**config.mk**
```make
export PLATFORM = sky130hd
export DESIGN_NAME = console_out_arb_flat
export DESIGN_NICKNAME = d
export VERILOG_FILES = /design/src/rtl/console_out_arb_if.sv /design/src/rtl/console_out_arb.sv /design/src/flat_wrapper.sv
export SDC_FILE = /design/constraint.sdc
export NUM_CORES = 1
export LEC_CHECK = 0
export BUFFER_PORTS_ARGS = -buffer_cell sky130_fd_sc_hd__buf_2
export CAP_MARGIN = 10
export CORE_UTILIZATION = 42
export CTS_CLUSTER_DIAMETER = 120
export DETAILED_ROUTE_END_ITERATION = 10
export GPL_TIMING_DRIVEN = 0
export PLACE_DENSITY_LB_ADDON = 0.08
export SETUP_SLACK_MARGIN = 0.4
export SLEW_MARGIN = 20
export SYNTH_ARGS = -nofsm -noshare
export SYNTH_HDL_FRONTEND = slang
export SYNTH_SLANG_ARGS = --single-unit
```
**constraint.sdc**
```tcl
create_clock -name CLK -period 5.7 [get_ports CLK]
set_input_delay 0.57 -clock CLK [delete_from_list [all_inputs] [get_ports CLK]]
set_output_delay 0.57 -clock CLK [all_outputs]
set_load 0.05 [all_outputs]
```
**src/rtl/console_out_arb_if.sv**
```systemverilog
`default_nettype none
// ============================================================================
// console_out_arb_if : requester, console sink and status signals of the
//                      console output arbiter
// Revision 1.0
// ============================================================================
interface console_out_arb_if;
  logic [7:0] REQ0_DATA;
  logic       REQ0_valid;
  logic       REQ0_ready;
  logic [7:0] REQ1_DATA;
  logic       REQ1_valid;
  logic       REQ1_ready;
  logic [7:0] CONSOLE_OUT;
  logic       CONSOLE_OUT_valid;
  logic       CONSOLE_OUT_ready;
  logic [4:0] FIFO_COUNT;
  logic [1:0] OWNER;

  modport master (
    output REQ0_DATA, REQ0_valid, REQ1_DATA, REQ1_valid, CONSOLE_OUT_ready,
    input  REQ0_ready, REQ1_ready, CONSOLE_OUT, CONSOLE_OUT_valid,
           FIFO_COUNT, OWNER
  );

  modport slave (
    input  REQ0_DATA, REQ0_valid, REQ1_DATA, REQ1_valid, CONSOLE_OUT_ready,
    output REQ0_ready, REQ1_ready, CONSOLE_OUT, CONSOLE_OUT_valid,
           FIFO_COUNT, OWNER
  );
endinterface
`default_nettype wire

```
**src/rtl/console_out_arb.sv**
```systemverilog
`default_nettype none
// ============================================================================
// console_out_arb : two-requester line-locked arbiter feeding a console FIFO
// Revision 1.0
// ============================================================================
module console_out_arb #(
  parameter int         DEPTH   = 8,
  parameter int         TIMEOUT = 255,
  parameter logic [7:0] EOL     = 8'h0A
) (
  input  logic              CLK,
  input  logic              RESET,
  console_out_arb_if.slave  bus
);
  localparam int         c_aw       = $clog2(DEPTH);
  localparam logic [4:0] c_depth    = 5'(DEPTH);
  localparam logic [7:0] c_tmo_last = 8'(TIMEOUT - 1);
  localparam logic [c_aw-1:0] c_ptr_one = c_aw'(1);

  typedef enum logic [1:0] {
    IDLE = 2'b00,
    OWN0 = 2'b01,
    OWN1 = 2'b10
  } state_t;

  state_t          state_q, state_d;
  logic            last_grant_q, last_grant_d;
  logic [7:0]      idle_cnt_q, idle_cnt_d;
  logic [c_aw-1:0] wptr_q, rptr_q;
  logic [4:0]      count_q;
  logic [7:0]      mem_q [DEPTH];

  logic       w_full, w_win1, w_rdy0, w_rdy1;
  logic       w_push0, w_push1, w_push, w_pop, w_eol;
  logic [7:0] w_wdata;

  // On a tie the requester that did not transfer last wins; last_grant_q=1 favours requester 0.
  assign w_full  = (count_q == c_depth);
  assign w_win1  = bus.REQ1_valid && (!bus.REQ0_valid || !last_grant_q);
  assign w_rdy0  = !w_full && ((state_q == OWN0) || ((state_q == IDLE) && !w_win1));
  assign w_rdy1  = !w_full && ((state_q == OWN1) || ((state_q == IDLE) && w_win1));
  assign w_push0 = bus.REQ0_valid && w_rdy0;
  assign w_push1 = bus.REQ1_valid && w_rdy1;
  assign w_push  = w_push0 || w_push1;
  assign w_wdata = w_push1 ? bus.REQ1_DATA : bus.REQ0_DATA;
  assign w_eol   = (w_wdata == EOL);
  assign w_pop   = (count_q != 5'd0) && bus.CONSOLE_OUT_ready;

  assign bus.REQ0_ready        = w_rdy0;
  assign bus.REQ1_ready        = w_rdy1;
  assign bus.CONSOLE_OUT       = mem_q[rptr_q];
  assign bus.CONSOLE_OUT_valid = (count_q != 5'd0);
  assign bus.FIFO_COUNT        = count_q;
  assign bus.OWNER             = state_q;

  always_comb begin
    state_d      = state_q;
    idle_cnt_d   = idle_cnt_q;
    last_grant_d = last_grant_q;
    if (w_push0)      last_grant_d = 1'b0;
    else if (w_push1) last_grant_d = 1'b1;
    case (state_q)
      IDLE: begin
        idle_cnt_d = 8'd0;
        if (w_push0 && !w_eol)      state_d = OWN0;
        else if (w_push1 && !w_eol) state_d = OWN1;
      end
      OWN0: begin
        if (bus.REQ0_valid) begin
          idle_cnt_d = 8'd0;
          if (w_push0 && w_eol) state_d = IDLE;
        end else if (idle_cnt_q == c_tmo_last) begin
          state_d    = IDLE;
          idle_cnt_d = 8'd0;
        end else begin
          idle_cnt_d = idle_cnt_q + 8'd1;
        end
      end
      OWN1: begin
        if (bus.REQ1_valid) begin
          idle_cnt_d = 8'd0;
          if (w_push1 && w_eol) state_d = IDLE;
        end else if (idle_cnt_q == c_tmo_last) begin
          state_d    = IDLE;
          idle_cnt_d = 8'd0;
        end else begin
          idle_cnt_d = idle_cnt_q + 8'd1;
        end
      end
      default: begin
        state_d    = IDLE;
        idle_cnt_d = 8'd0;
      end
    endcase
  end

  always_ff @(posedge CLK) begin
    if (RESET) begin
      state_q      <= IDLE;
      last_grant_q <= 1'b1;
      idle_cnt_q   <= 8'd0;
      wptr_q       <= '0;
      rptr_q       <= '0;
      count_q      <= 5'd0;
    end else begin
      state_q      <= state_d;
      last_grant_q <= last_grant_d;
      idle_cnt_q   <= idle_cnt_d;
      if (w_push) wptr_q <= wptr_q + c_ptr_one;
      if (w_pop)  rptr_q <= rptr_q + c_ptr_one;
      case ({w_push, w_pop})
        2'b10:   count_q <= count_q + 5'd1;
        2'b01:   count_q <= count_q - 5'd1;
        default: count_q <= count_q;
      endcase
    end
  end

  // Storage needs no reset: a write during reset is harmless once the pointers clear.
  always_ff @(posedge CLK) begin
    if (w_push) mem_q[wptr_q] <= w_wdata;
  end
endmodule
`default_nettype wire

```
**src/flat_wrapper.sv**
```systemverilog
// flat-port wrapper written by rule: the top's interface ports become plain ports
module console_out_arb_flat 
#(
  parameter int         DEPTH   = 8,
  parameter int         TIMEOUT = 255,
  parameter logic [7:0] EOL     = 8'h0A
)
  (CLK, RESET, bus_REQ0_DATA, bus_REQ0_valid, bus_REQ1_DATA, bus_REQ1_valid, bus_CONSOLE_OUT_ready, bus_REQ0_ready, bus_REQ1_ready, bus_CONSOLE_OUT, bus_CONSOLE_OUT_valid, bus_FIFO_COUNT, bus_OWNER);
  console_out_arb_if bus_i ();
  input  logic CLK;
  input  logic RESET;
  input wire logic [$bits(bus_i.REQ0_DATA)-1:0] bus_REQ0_DATA;
  input wire logic [$bits(bus_i.REQ0_valid)-1:0] bus_REQ0_valid;
  input wire logic [$bits(bus_i.REQ1_DATA)-1:0] bus_REQ1_DATA;
  input wire logic [$bits(bus_i.REQ1_valid)-1:0] bus_REQ1_valid;
  input wire logic [$bits(bus_i.CONSOLE_OUT_ready)-1:0] bus_CONSOLE_OUT_ready;
  output wire logic [$bits(bus_i.REQ0_ready)-1:0] bus_REQ0_ready;
  output wire logic [$bits(bus_i.REQ1_ready)-1:0] bus_REQ1_ready;
  output wire logic [$bits(bus_i.CONSOLE_OUT)-1:0] bus_CONSOLE_OUT;
  output wire logic [$bits(bus_i.CONSOLE_OUT_valid)-1:0] bus_CONSOLE_OUT_valid;
  output wire logic [$bits(bus_i.FIFO_COUNT)-1:0] bus_FIFO_COUNT;
  output wire logic [$bits(bus_i.OWNER)-1:0] bus_OWNER;
  assign bus_i.REQ0_DATA = bus_REQ0_DATA;
  assign bus_i.REQ0_valid = bus_REQ0_valid;
  assign bus_i.REQ1_DATA = bus_REQ1_DATA;
  assign bus_i.REQ1_valid = bus_REQ1_valid;
  assign bus_i.CONSOLE_OUT_ready = bus_CONSOLE_OUT_ready;
  assign bus_REQ0_ready = bus_i.REQ0_ready;
  assign bus_REQ1_ready = bus_i.REQ1_ready;
  assign bus_CONSOLE_OUT = bus_i.CONSOLE_OUT;
  assign bus_CONSOLE_OUT_valid = bus_i.CONSOLE_OUT_valid;
  assign bus_FIFO_COUNT = bus_i.FIFO_COUNT;
  assign bus_OWNER = bus_i.OWNER;
  console_out_arb #(.DEPTH(DEPTH), .TIMEOUT(TIMEOUT), .EOL(EOL)) u_core (.CLK(CLK), .RESET(RESET), .bus(bus_i));
endmodule
```
=== After elaboration in Yosys (flattened, before gate mapping) ===
Memories as Yosys holds them, arrays and structs flattened. A register that Yosys moved wholly into a read port is not among the register bits.
Index checks and enable logic that the tools add are counted.

* Flip-flop bits (word level): 22
* Memory bits (writable): 64
* Input port bits: 21
* Output and inout port bits: 18
* Logic and storage cells: 68
* Memories kept: 1

{| class="wikitable"
|+ Memory list
! name !! words !! bits a word !! read ports !! clocked after memory_dff !! write ports !! line !! source
|-
| u_core.mem_q || 8 || 8 || 1 || 1 || 1 || console_out_arb.sv:31 || <nowiki>logic [7:0] mem_q [DEPTH];</nowiki>
|}

* Add/sub/neg operators: 5
* Equality and inequality tests: 10
* Muxes and demuxes: 20
* Reductions and logical operators: 26

{| class="wikitable"
|+ Operators with widths
! cell !! count
|-
| $mux W8 || 4
|-
| $pmux W8 S2 || 1
|-
| $mux W2 || 7
|-
| $logic_and A1 B1 Y1 || 12
|-
| $pmux W5 S2 || 1
|-
| $ne A3 B3 Y1 const B || 3
|-
| $add A8 B1 Y8 const B || 1
|-
| $eq A8 B4 Y1 const B || 1
|-
| $eq A8 B8 Y1 const B || 1
|-
| $add A3 B1 Y3 const B || 2
|-
| $mux W3 || 2
|-
| $pmux W2 S3 || 1
|-
| $add A5 B1 Y5 const B || 1
|-
| $eq A5 B4 Y1 const B || 1
|-
| $logic_not A1 Y1 || 5
|-
| $reduce_bool A5 Y1 || 1
|-
| $sub A5 B1 Y5 const B || 1
|-
| $eq A2 B1 Y1 const B || 2
|-
| $eq A2 B2 Y1 const B || 2
|-
| $logic_or A1 B1 Y1 || 4
|-
| $mux W1 || 4
|-
| $reduce_bool A2 Y1 || 2
|-
| $reduce_and A3 Y1 || 1
|-
| $logic_not A2 Y1 || 1
|}

=== Depth between registers and ports, before layout ===
Gate-level depths: netlist of the first run.

* Depth after elaboration: 14
* Mapped depth: 15
* Mapped depth without buffers: 14

=== Least setup slack after synthesis of the first run ===
Ideal clock, no wire load.

* Path kind: reg2reg
* From: register u_core.state_q[0] (netlist: u_core.bus.OWNER[0])
* To: register u_core.count_q[4] (netlist: u_core.bus.FIFO_COUNT[4])
* Setup time: 0.128 ns
* Data arrival time: 3.034 ns
* Data required time: 5.572 ns
* Slack: 2.538 ns
* Cell stages (with the launch flop): 16
* Buffers on the path: 1
* Period minus slack after synthesis: 3.162 ns
* Cells stage by stage: dfxtp_1 > inv_1 > ha_1 > buf_2 > o21ai_0 > a21oi_1 > inv_1 > ha_1 > inv_1 > fa_1 > nor2b_1 > o21ai_0 > and3_1 > nor3_1 > xnor2_1 > nor2_1

* Longest elaborated chain between the ends: 8
* Elaborated cells between the ends (all ways): 16
* Those cells by class: eq/ne (4); mux (1); reduce/logical (11)

{| class="wikitable"
|+ Ends and longest elaborated chain
! item !! line !! source
|-
| start: declaration || console_out_arb.sv:26 || <nowiki>state_t state_q, state_d;</nowiki>
|-
| start signal: assignment || console_out_arb.sv:106 || <nowiki>state_q <= state_d;</nowiki>
|-
| $logic_not A2 Y1 || console_out_arb.sv:40, console_out_arb.sv:41 ||
|-
| $logic_and A1 B1 Y1, on equally long branches || console_out_arb.sv:40, console_out_arb.sv:41 ||
|-
| $logic_or A1 B1 Y1, on equally long branches || console_out_arb.sv:40, console_out_arb.sv:41 ||
|-
| $logic_and A1 B1 Y1, on equally long branches || console_out_arb.sv:40, console_out_arb.sv:41 ||
|-
| $logic_and A1 B1 Y1, on equally long branches || console_out_arb.sv:42, console_out_arb.sv:43 ||
|-
| $logic_or A1 B1 Y1 * || console_out_arb.sv:44 || <nowiki>assign w_push = w_push0 || w_push1;</nowiki>
|-
| $eq A2 B1 Y1 / $eq A2 B2 Y1 (equally long branches) || console_out_arb.sv:111 || <nowiki>case ({w_push, w_pop})</nowiki>
|-
| $pmux W5 S2 / $reduce_bool A2 Y1 (equally long branches) || -- ||
|-
| end signal: assignment || console_out_arb.sv:112 || <nowiki>2'b10: count_q <= count_q + 5'd1;</nowiki>
|-
| end signal: assignment || console_out_arb.sv:113 || <nowiki>2'b01: count_q <= count_q - 5'd1;</nowiki>
|-
| end signal: assignment || console_out_arb.sv:114 || <nowiki>default: count_q <= count_q;</nowiki>
|-
| end: declaration || console_out_arb.sv:30 || <nowiki>logic [4:0] count_q;</nowiki>
|}

Every way passes the cells marked *; elsewhere a longest branch is shown, timed or not.
A chain may end at the register's enable or synchronous reset.

=== Final worst setup path of the first run ===
* From: register u_core.count_q[0] (netlist: u_core.bus.FIFO_COUNT[0])
* To: register u_core.count_q[4] (netlist: u_core.bus.FIFO_COUNT[4])

* Longest elaborated chain between the ends: 7
* Elaborated cells between the ends (all ways): 15
* Those cells by class: add/sub (2); eq/ne (3); mux (1); reduce/logical (9)

{| class="wikitable"
|+ Ends and longest elaborated chain
! item !! line !! source
|-
| $eq A5 B4 Y1 || console_out_arb.sv:38 || <nowiki>assign w_full = (count_q == c_depth);</nowiki>
|-
| $logic_not A1 Y1 || console_out_arb.sv:40, console_out_arb.sv:41 ||
|-
| $logic_and A1 B1 Y1, on equally long branches || console_out_arb.sv:40, console_out_arb.sv:41 ||
|-
| $logic_and A1 B1 Y1, on equally long branches || console_out_arb.sv:42, console_out_arb.sv:43 ||
|-
| $logic_or A1 B1 Y1 || console_out_arb.sv:44 ||
|-
| $eq A2 B1 Y1 / $eq A2 B2 Y1 (equally long branches) || console_out_arb.sv:111 ||
|-
| $pmux W5 S2 / $reduce_bool A2 Y1 (equally long branches) || -- ||
|}

Several ways; a longest one is shown, not always the timed one.

==> metrics, run 1 <==
status=completed; Worst EP required=5.93 ns; share of cells above drive strength 1=around a third; Synth Area in XOR/XNOR=2.66%; skew final=~0.013 ns; fmax=304 MHz; Final ANT Viol Nets=0; Die Wd=98.9 um; number of library cell types mapped by synthesis=46; Synth Instances=273; post-placement cell count=427; worst hold path class=flop to flop; Worst EP arrival=3.52 ns; EDFF count, synth=64; row cnt=35; Most used DFF post-synth=edfxtp_1; cts hold-fix bufs=0; gr ovfl total=0; vias in the first global route=between 2k and 2.5k; die area=9790 sq um; Async SR Flop Fraction=0%; H-tree depth=3; gpl congestion=0.888; largest net degree at the start of global routing=16; TNS Setup=0 ns; Pleak=1.62 nW; gr usage total=17.4%; Detailed Route WL=7770 um; power density over the cells=559 nW/um^2; initial antenna violation count=0; Buffers on Ports=37; TritonRoute pass-1 iters=4; commonest non-fill, non-tap cell in the layout=edfxtp_1; detailed-route vias per instance=5.23; syn_nets=307; max-slew violations=0; area leader, netlist=edfxtp_1; startpoint types=flop; Initial Utilization=43.1%; Fin Hold WS=roughly 0.47 ns; worst-skew pair later-pin latency=between 0.3 and 0.4 ns; DRT iter0 DRCs=99; CTS tree=done; Ys Warns=0; Synth Area in Simple Gates=9.89%; syn avg cell area=between 10 and 15 sq um; # IOs=39; Max Cap Viol=0; setup violators final=0; Slew HR=39.1%; Compound-Gate Fraction of Synth Area=5.14%; worst slew pin tran=0.910 ns; core area=9150 sq um; first-pass GRT wire length=12500 um; CP Class=flop to flop; CTS Buf Count=9; DP Wirelength=5500 um; Clock Tree Root=clkbuf_8; part of the Yosys area used for sequential elements=just over 60%; RSZ-0062 raised after global routing=false; top-area cell type share of the netlist area=a little under 50%; mux share of post-synthesis cell area=14.2%; CP endpoint kind=flop; synthesized area=3950 sq um; Antenna Cells=0; CP max FO=6; synthesis-to-finish area growth=15.6%; post-CTS setup repair buffer count=0; most frequent cells in the layout=edfxtp_1, buf_2, nor2_1; Final Hold Viols=0; synth top area cells=edfxtp_1, dfxtp_1, mux4_2; average wire per standard cell=roughly 18 um; adder-cell area share of the yosys netlist=4.31%; Num Clock Sinks=89; deepest clock path buffer count=2; Period minus WS final=3.29 ns; vias=2316; clk slew on worst S/H paths=0.09 ns; Peak supply drop=around 0.00038 V; main combinational cell family by area after synthesis=multiplexers; DRC viols=0; fin crit share=approximately 58%; Die H=98.9 um; synthesized flop and latch total=89; CTS resizes=0; # nets final=between 300 and 400; final std cells w/o fill=443
-- synth_stat cells, drive strengths merged, types with 3 or more instances --
master	number
edfxtp	64
nor2	28
dfxtp	25
mux2	16
mux4	16
ha	12
inv	11
nand2	11
a21oi	10
buf	7
xor2	7
nor3	6
nor4b	6
o21ai	6
clkbuf	5
nand3	5
xnor2	5
and3	3
nor2b	3
nor3b	3
-- layout make-up --
type / instances / area (sq um)
Fill cell: 803 / 4590
Clock buffer: 11 / 131
Tap cell: 111 / 139
Clock inverter: 5 / 81.3
Sequential cell: 89 / 2420
Timing Repair Buffer: 43 / 225
Inverter: 11 / 41.3
Multi-Input combinational cell: 161 / 1470
Buffer: 12 / 53.8
-- cells by family after synthesis --
family,Yosys count
DFF,89
muxes,34
AOI/OAI and AO/OA,29
buffers and inverters,23
adders and majority gates,13
xor gates and xnor gates,12
and+or+nand+nor,73
-- where the power goes --
part	switching, W	total (W)	leakage, nW	internal [W]
Clock	0.000224	0.000471	0.104	0.000248
Sequential	0.0000608	0.000926	0.786	0.000865
Combinational	0.000747	0.00115	0.730	0.000407
-- through the flow --
stage                     total power [W]  instance area, sq um  utilization [%]  setup WS, ns
after floorplan                   0.00183                  3950                -          2.54
after global placement            0.00206                  4270             46.7          1.98
after detailed placement          0.00210                  4350             47.5          2.46
after CTS                         0.00258                  4560             49.8          2.42
after global routing              0.00270                  4560             49.8          1.99
final                             0.00255                  4560             49.8          2.41
-- critical path, stage by stage (launching register included) --
cell     delay (ns)
dfxtp_1        0.37
or4_4          0.59
nor2_4         0.17
a21oi_1        0.14
inv_1          0.24
ha_1           0.28
inv_1          0.11
fa_1           0.38
nor2b_1        0.17
o21ai_0        0.13
and3_1         0.20
nor3_1         0.20
xnor2_1        0.16
nor2_1         0.06
-- registers in the layout (all words and copies together) (netlist names), named ones only --
| signal | cells |
|---|---|
| u_core.mem_q | 64 |
| u_core.idle_cnt_q | 8 |
| u_core.bus.FIFO_COUNT | 5 |
| u_core.rptr_q | 3 |
| u_core.wptr_q | 3 |
| u_core.bus.OWNER | 2 |
| u_core.last_grant_q | 1 |
-- final timing paths --
| path | startpoint | to | slack [ns] | cells after the start |
|---|---|---|---|---|
| hold reg to reg | u_core.idle_cnt_q[0]$_SDFF_PP0_ | u_core.idle_cnt_q[0]$_SDFF_PP0_ | 0.47 | 1 |
| setup reg to reg | u_core.bus.FIFO_COUNT[0]$_SDFFE_PP0P_ | u_core.bus.FIFO_COUNT[4]$_SDFFE_PP0P_ | 2.41 | 13 |
| hold / removal | u_core.idle_cnt_q[0]$_SDFF_PP0_ | u_core.idle_cnt_q[0]$_SDFF_PP0_ | 0.47 | 1 |
| setup / recovery | u_core.bus.FIFO_COUNT[0]$_SDFFE_PP0P_ | u_core.bus.FIFO_COUNT[4]$_SDFFE_PP0P_ | 2.41 | 13 |
-- routing by layer --
layer  track usage (%)  routed length [um]  vias to the layer above
li1                  -                   -                     1127
met5                 0                   0                        -
met2              28.9                3800                       63
met3              2.77                 271                        9
met1              22.4                3590                     1117
met4              8.15                 115                        0
No activity file was read; power rests on OpenSTA's default activity.
==> run 2: changes to the inputs <==
--- a/config.mk
+++ b/config.mk
@@ -5,6 +5,7 @@
 export SDC_FILE = /design/constraint.sdc
 export NUM_CORES = 1
 export LEC_CHECK = 0
+export ABC_AREA = 1
 export BUFFER_PORTS_ARGS = -buffer_cell sky130_fd_sc_hd__buf_2
 export CAP_MARGIN = 10
 export CORE_UTILIZATION = 42
==> constraint.sdc (replaced) <==
create_clock -name CLK -period 3.15 [get_ports CLK]
set_input_delay 0.315 -clock CLK [delete_from_list [all_inputs] [get_ports CLK]]
set_output_delay 0.315 -clock CLK [all_outputs]
set_load 0.05 [all_outputs]
==> run 2 against run 1 <==
Final cell count increased by 38%. Flip-flop and latch count unchanged. Die area increased by 2.6%. Non-clock buffer count increased by 1. Routed wire length increased by 17%. Via count increased by 30%. Sequential share of layout area decreased by 1.9 points. First-iteration DRC count increased by 9.1%. Combinational power increased by 70%. Critical path type unchanged. Highest routed layer unchanged.
==> metrics, run 2 <==
status=completed; vias in the first global route=2811 (+19%); Most used DFF post-synth=edfxtp_1; Synth Instances=421 (+54%); cell with the most instances after synthesis=nor2_1; Async SR Flop Fraction=0% (unchanged); Top delay family on crit path=simple AND/OR/NAND/NOR gates; Die H=100 um (+1.3%); WP buf/inv=3 (+1); Ys Warns=0 (unchanged); largest net degree at the start of global routing=17 (+1); synthesized area=4050 sq um (+2.6%); DRT iter0 DRCs=108 (+9.1%); share of cells above drive strength 1=21.0% (-12 points); startpoint types=flop; worst hold path depth=4 (+3); Final Hold Viols=0 (unchanged); clk slew on worst S/H paths=0.09 ns (about the same); average wire per standard cell=14.9 um (-15%); number of library cell types mapped by synthesis=27 (-41%); CTS tree=done; vias=3021 (+30%); CTS Buf Count=9 (unchanged); initial antenna violation count=0 (unchanged); syn avg cell area=9.62 sq um (-33%); skew final=0.0132 ns (+0.000561 ns); Initial Utilization=43.6% (+0.49 points); most instantiated cells after synthesis=nor2_1, edfxtp_1, nand2_1, inv_1, o21ai_0; synthesized flop and latch total=89 (unchanged); DP Wirelength=6180 um (+12%); TNS Setup=0 ns (unchanged); Worst EP arrival=2.80 ns (-0.72 ns); worst-skew pair later-pin latency=0.35 ns (about the same); # IOs=39 (unchanged); H-tree depth=3 (unchanged); Buffers on Ports=38 (+2.7%); Clock Tree Root=clkbuf_8; gr busiest metal=met2; syn_nets=455 (+48%); setup violators final=0 (unchanged); die area=10000 sq um (+2.6%); Antenna Cells=0 (unchanged); row cnt=35 (unchanged); CP max FO=10 (+4); top-area cell type share of the netlist area=47.5% (-1.2 points); area leader, netlist=edfxtp_1; deepest clock path buffer count=2 (unchanged); RSZ-0062 raised after global routing=true; synthesis-to-finish area growth=17.7%; TritonRoute pass-1 iters=4 (unchanged); max-slew violations=0 (unchanged); fmax=391 MHz (+29%); Largest stage delay, worst path=0.37 ns (-0.22 ns); detailed-route vias per instance=4.95 (-5.3%); Detailed Route WL=9100 um (+17%); # nets final=510 (+41%); Num Clock Sinks=89 (unchanged); CP Class=flop to flop; part of the Yosys area used for sequential elements=59.8% (-1.6 points); final std cells w/o fill=610 (+38%); core area=9280 sq um (+1.4%); Die Wd=100 um (+1.3%); first-pass GRT wire length=14300 um (+15%); critical path's slowest cell=dfxtp_4; most frequent cells in the layout=nor2_1, edfxtp_1, nand2_1; gpl congestion=0.769 (-13%); Reg2Reg Depth=17 (+4); Pleak=1.89 nW (+17%); Slew HR=36.8% (-2.3 points); Period minus WS final=2.56 ns (-0.735 ns); CP endpoint kind=flop; commonest non-fill, non-tap cell in the layout=nor2_1; EDFF count, synth=64 (unchanged); Final ANT Viol Nets=0 (unchanged); met3 usage in global routing=2.86% (+0.089 points); worst path cell trace=inv_1, ha_1, inv_1, nand2_4, nand3_4, nand2_4, inv_4, ha_4, ha_1, nand2_2, nor2_4, a211oi_2, nand2_1, nand2_1, nor2_2, o21ai_1, a21oi_1; max reg flops=64 (unchanged); fin crit share=81.2% (+23 points); Max Cap Viol=0 (unchanged); worst hold path class=input pin to flop; WP depth=17 (+4); Peak supply drop=0.000645 V (+69%); synth top area cells=edfxtp_1, dfxtp_1, nor2_1; post-placement cell count=588 (+38%); met1 Resource Use GR=24.8% (+2.3 points); worst slew pin tran=0.944 ns (+0.0347 ns); GRT met2 Usage=33.3% (+4.4 points); gr usage total=19.3% (+1.9 points); power density over the cells=932 nW/um^2 (+67%); Worst EP required=3.39 ns (-2.54 ns); Top reg by flops=u_core.mem_q; DRC viols=0 (unchanged); gr ovfl total=0 (unchanged)
## run 2: cell types whose count changed in the layout (fill, tap and decap cells not counted), sizes merged, moves of 5 or more
cell,before,now
nor2,28,91
nand2,11,60
inv,11,52
o21ai,6,43
mux2,16,0
mux4,16,0
nand4,0,9
o22ai,0,9
nand3,5,13
a31oi,2,8
nor4b,6,0
nor3,6,1
xor2,7,2
## run 2: where the power goes
part	leakage (nW)	switching (W)	internal [W]
Combinational	0.999	0.00140	0.000559
Clock	0.107	0.000415	0.000453
Sequential	0.787	0.000102	0.00151
## run 2: final timing paths
path	startpoint	end	slack (ns)
worst max-delay path	u_core.bus.OWNER[0]$_SDFFE_PP0P_	u_core.bus.FIFO_COUNT[4]$_SDFFE_PP0P_	0.59
worst min-delay path	RESET	u_core.bus.FIFO_COUNT[2]$_SDFFE_PP0P_	0.23
worst max register to register	u_core.bus.OWNER[0]$_SDFFE_PP0P_	u_core.bus.FIFO_COUNT[4]$_SDFFE_PP0P_	0.59
worst min register to register	u_core.rptr_q[2]$_SDFFE_PP0N_	u_core.rptr_q[2]$_SDFFE_PP0N_	0.45
## run 2: cells by family after synthesis
| family | count (synthesis) | synth area share (%) |
|---|---|---|
| adders and majority gates | 13 | 4.20 |
| buffers and inverters | 62 | 6.06 |
| AOI/OAI and AO/OA | 78 | 10.4 |
| and+or+nand+nor | 174 | 18.4 |
| DFF | 89 | 59.8 |
| xor gates and xnor gates | 5 | 1.08 |
## run 2: layout make-up
class / instances / area (sq um)
buffer: 12 / 58.8
clock buffer: 9 / 124
clock inverter: 7 / 98.8
fill: 889 / 4520
inverter: 50 / 194
multi-input combinational: 270 / 1450
sequential: 89 / 2440
tap: 129 / 161
timing repair buffer: 44 / 235
## run 2: repair_timing
action / CTS / global route
setup endpoints to repair: 0 / 28
hold buffers: 0 / 0
resized for setup: 0 / 17
hold endpoints to repair: 0 / 0
buffers inserted: 0 / 6
## run 2: per-layer routing
metal	up-vias	wire length [um]
li1	1530	-
met1	1415	4070
met2	65	4500
met3	11	414
met4	0	114
met5	-	0
## run 2: per-stage QoR
| step | utilization [%] | total power [W] | instance area [sq um] | hold WS [ns] | worst slack [ns] |
|---|---|---|---|---|---|
| 6_report | 51.3 | 0.00444 | 4760 | 0.232 | 0.593 |
| 5_1_grt | 51.3 | 0.00471 | 4760 | 0.250 | 0.385 |
| 4_1_cts | 50.3 | 0.00436 | 4670 | 0.219 | 0.437 |
| 3_5_place_dp | 47.9 | 0.00350 | 4450 | 0.434 | 0.468 |
| 3_3_place_gp | 47.9 | 0.00349 | 4450 | 0.425 | 0.480 |
| 2_1_floorplan | - | 0.00302 | 4100 | 0.412 | 0.413 |
## run 2: worst min-delay path: cells and delay by family
family | cells | cell delay [ns]
buffers and inverters | 2 | 0.14
AO/OA/AOI/OAI | 2 | 0.10
==> run 3: changes to the inputs <==
==> constraint.sdc (replaced) <==
create_clock -name CLK -period 2.3 [get_ports CLK]
set_input_delay 0.23 -clock CLK [delete_from_list [all_inputs] [get_ports CLK]]
set_output_delay 0.23 -clock CLK [all_outputs]
set_load 0.05 [all_outputs]
==> run 3 against run 2 <==
The run now ends with setup timing left. Design area rose by 17%. Setup slack got worse by 0.66 ns. Via count rose by 2.9%. Register-to-register slack got worse by 0.66 ns. Die area did not move. Clock skew fell by 0.0031 ns. Critical path depth did not move. Clock power rose by 17%. Routed wire length rose by 4.4%. Clock-buffer cell count did not move. Utilization rose by 8.5 points.
==> metrics, run 3 (synthesis gave the netlist of run 2 again) <==
first-pass GRT wire length=15100 um (+5.1%); core area=9280 sq um (unchanged); final core occ=59.8% (+8.5 points); # nets final=543 (+6.5%); failing checks=setup timing; Buffers on Ports=38 (unchanged); Period minus WS final=2.37 ns (-0.190 ns); CP max FO=4 (-6); most frequent cells in the layout=nor2_1, edfxtp_1, o21ai_0; design area=5550 sq um (+17%); H-tree depth=3 (unchanged); power density over the cells=1250 nW/um^2 (+34%); CTS tree=done; area of the multi-input gates=1750 sq um (+20%); Pleak=2.18 nW (+15%); largest net degree at the start of global routing=15 (-2); die area=10000 sq um (unchanged); clk slew on worst S/H paths=0.09 ns (about the same); status=complete, but fails checks; CP Class=flop to flop; final std cells w/o fill=643 (+5.4%); Initial Utilization=43.6% (unchanged); gpl congestion=0.769 (about the same); Peak supply drop=0.000792 V (+23%); Final Hold Viols=0 (unchanged); commonest non-fill, non-tap cell in the layout=nor2_1; Detailed Route WL=9500 um (+4.4%); share of cells above drive strength 1=37.2% (+16 points); DRC viols=0 (unchanged); CTS Buf Count=9 (unchanged); average wire per standard cell=14.8 um (-0.96%); Worst EP required=2.54 ns (-0.85 ns); worst-skew pair later-pin latency=0.35 ns (about the same); Worst EP arrival=2.61 ns (-0.19 ns); startpoint types=flop; TritonRoute pass-1 iters=4 (unchanged); deepest clock path buffer count=2 (unchanged); vias=3110 (+2.9%); Max Cap Viol=0 (unchanged); vias in the first global route=3004 (+6.9%); initial antenna violation count=0 (unchanged); Fin Hold WS=0.166 ns (-0.0657 ns); gr usage total=20.1% (+0.80 points); Num Clock Sinks=89 (unchanged); gr ovfl total=0 (unchanged); synthesis-to-finish area growth=37.1%; DRT iter0 DRCs=117 (+8.3%); Reg area=2450 sq um (+0.62%); row cnt=35 (unchanged); max reg flops=64 (unchanged); Clock Tree Root=clkbuf_8; Slew HR=78.2% (+41 points); post-placement cell count=588 (unchanged); cts hold-fix bufs=0 (unchanged); detailed-route vias per instance=4.84 (-2.3%); DP Wirelength=6260 um (+1.4%); worst hold path class=input pin to flop; # IOs=39 (unchanged); worst slew pin tran=0.327 ns (-0.617 ns); setup ws final=-0.0668 ns (-0.660 ns); Die H=100 um (unchanged); max-slew violations=0 (unchanged); Antenna Cells=0 (unchanged); skew final=0.0101 ns (-0.00309 ns); Final ANT Viol Nets=0 (unchanged); Die Wd=100 um (unchanged); setup violators final=2 (+2); fin crit share=103% (+22 points); placed cell area=4610 sq um (+3.6%); RSZ-0062 raised after global routing=true; Fill cells=775 (-13%); fmax=423 MHz (+8.0%); Top reg by flops=u_core.mem_q; dpl ws=-0.347 ns (-0.815 ns); CP endpoint kind=flop
run 3: changes by cell type in the layout (fill, tap and decap cells not counted), sizes merged:
cell and delta:
clkinvlp -2, inv -4, clkinv +7, buf +33
bufinv -1
run 3: layer usage:
metal	global-route usage, %	vias to the layer above	share of wire (%)
met2	34.1	49	50
met4	7.36	0	2.1
li1	-	1596	-
met3	3.90	16	2.2
met5	0	-	0
met1	25.7	1449	46
run 3: final timing paths:
check | depth (start not counted) | from | slack [ns] | end
max | 17 | u_core.bus.FIFO_COUNT[1]$_SDFFE_PP0P_ | -0.07 | u_core.bus.FIFO_COUNT[4]$_SDFFE_PP0P_
min | 4 | RESET | 0.17 | u_core.bus.FIFO_COUNT[2]$_SDFFE_PP0P_
max reg2reg | 17 | u_core.bus.FIFO_COUNT[1]$_SDFFE_PP0P_ | -0.07 | u_core.bus.FIFO_COUNT[4]$_SDFFE_PP0P_
min reg2reg | 1 | u_core.rptr_q[2]$_SDFFE_PP0N_ | 0.45 | u_core.rptr_q[2]$_SDFFE_PP0N_
run 3: critical path: stages, from the launching register on:
cell and delay, ns:
dfxtp_4 0.36, nor2_4 0.14, nand3_4 0.10, buf_6 0.13
nand2_4 0.06, clkinvlp_4 0.09, nand2_2 0.10, nand2_4 0.06
inv_4 0.06, ha_4 0.18, inv_4 0.04, fa_2 0.37
nor2_2 0.10, a211oi_2 0.06, nor2_1 0.18, nor2_4 0.06
o21ai_2 0.12, a21oi_2 0.04
run 3: repair_timing:
action / 4_1_cts / 5_1_grt
setup buffers: 30 / 9
setup endpoints to repair: 79 / 95
resized for setup: 72 / 33
pin swaps: 30 / 26
endpoints found under the hold margin: 0 / 0
run 3: final cells by class:
type / instances / area share [%]
Timing Repair Buffer: 77 / 11.6
Inverter: 50 / 3.94
Buffer: 12 / 2.55
Sequential cell: 89 / 44.2
Tap cell: 129 / 2.91
Clock buffer: 9 / 2.23
Multi-Input combinational cell: 270 / 31.5
Clock inverter: 7 / 1.10
run 3: per-stage QoR:
stage | setup TNS (ns) | total power (W)
after floorplan | -0.890 | 0.00437
after global placement | -0.587 | 0.00498
after detailed placement | -0.668 | 0.00502
after CTS | -0.0620 | 0.00669
after global routing | -0.587 | 0.00735
final | -0.0881 | 0.00695
run 3: power by group:
group / internal, W / total, W / leakage (nW) / switching (W)
clock: 0.000491 / 0.00102 / 0.0978 / 0.000527
sequential: 0.00208 / 0.00223 / 0.789 / 0.000153
combinational: 0.00144 / 0.00370 / 1.29 / 0.00227
total: 0.00401 / 0.00695 / 2.18 / 0.00295
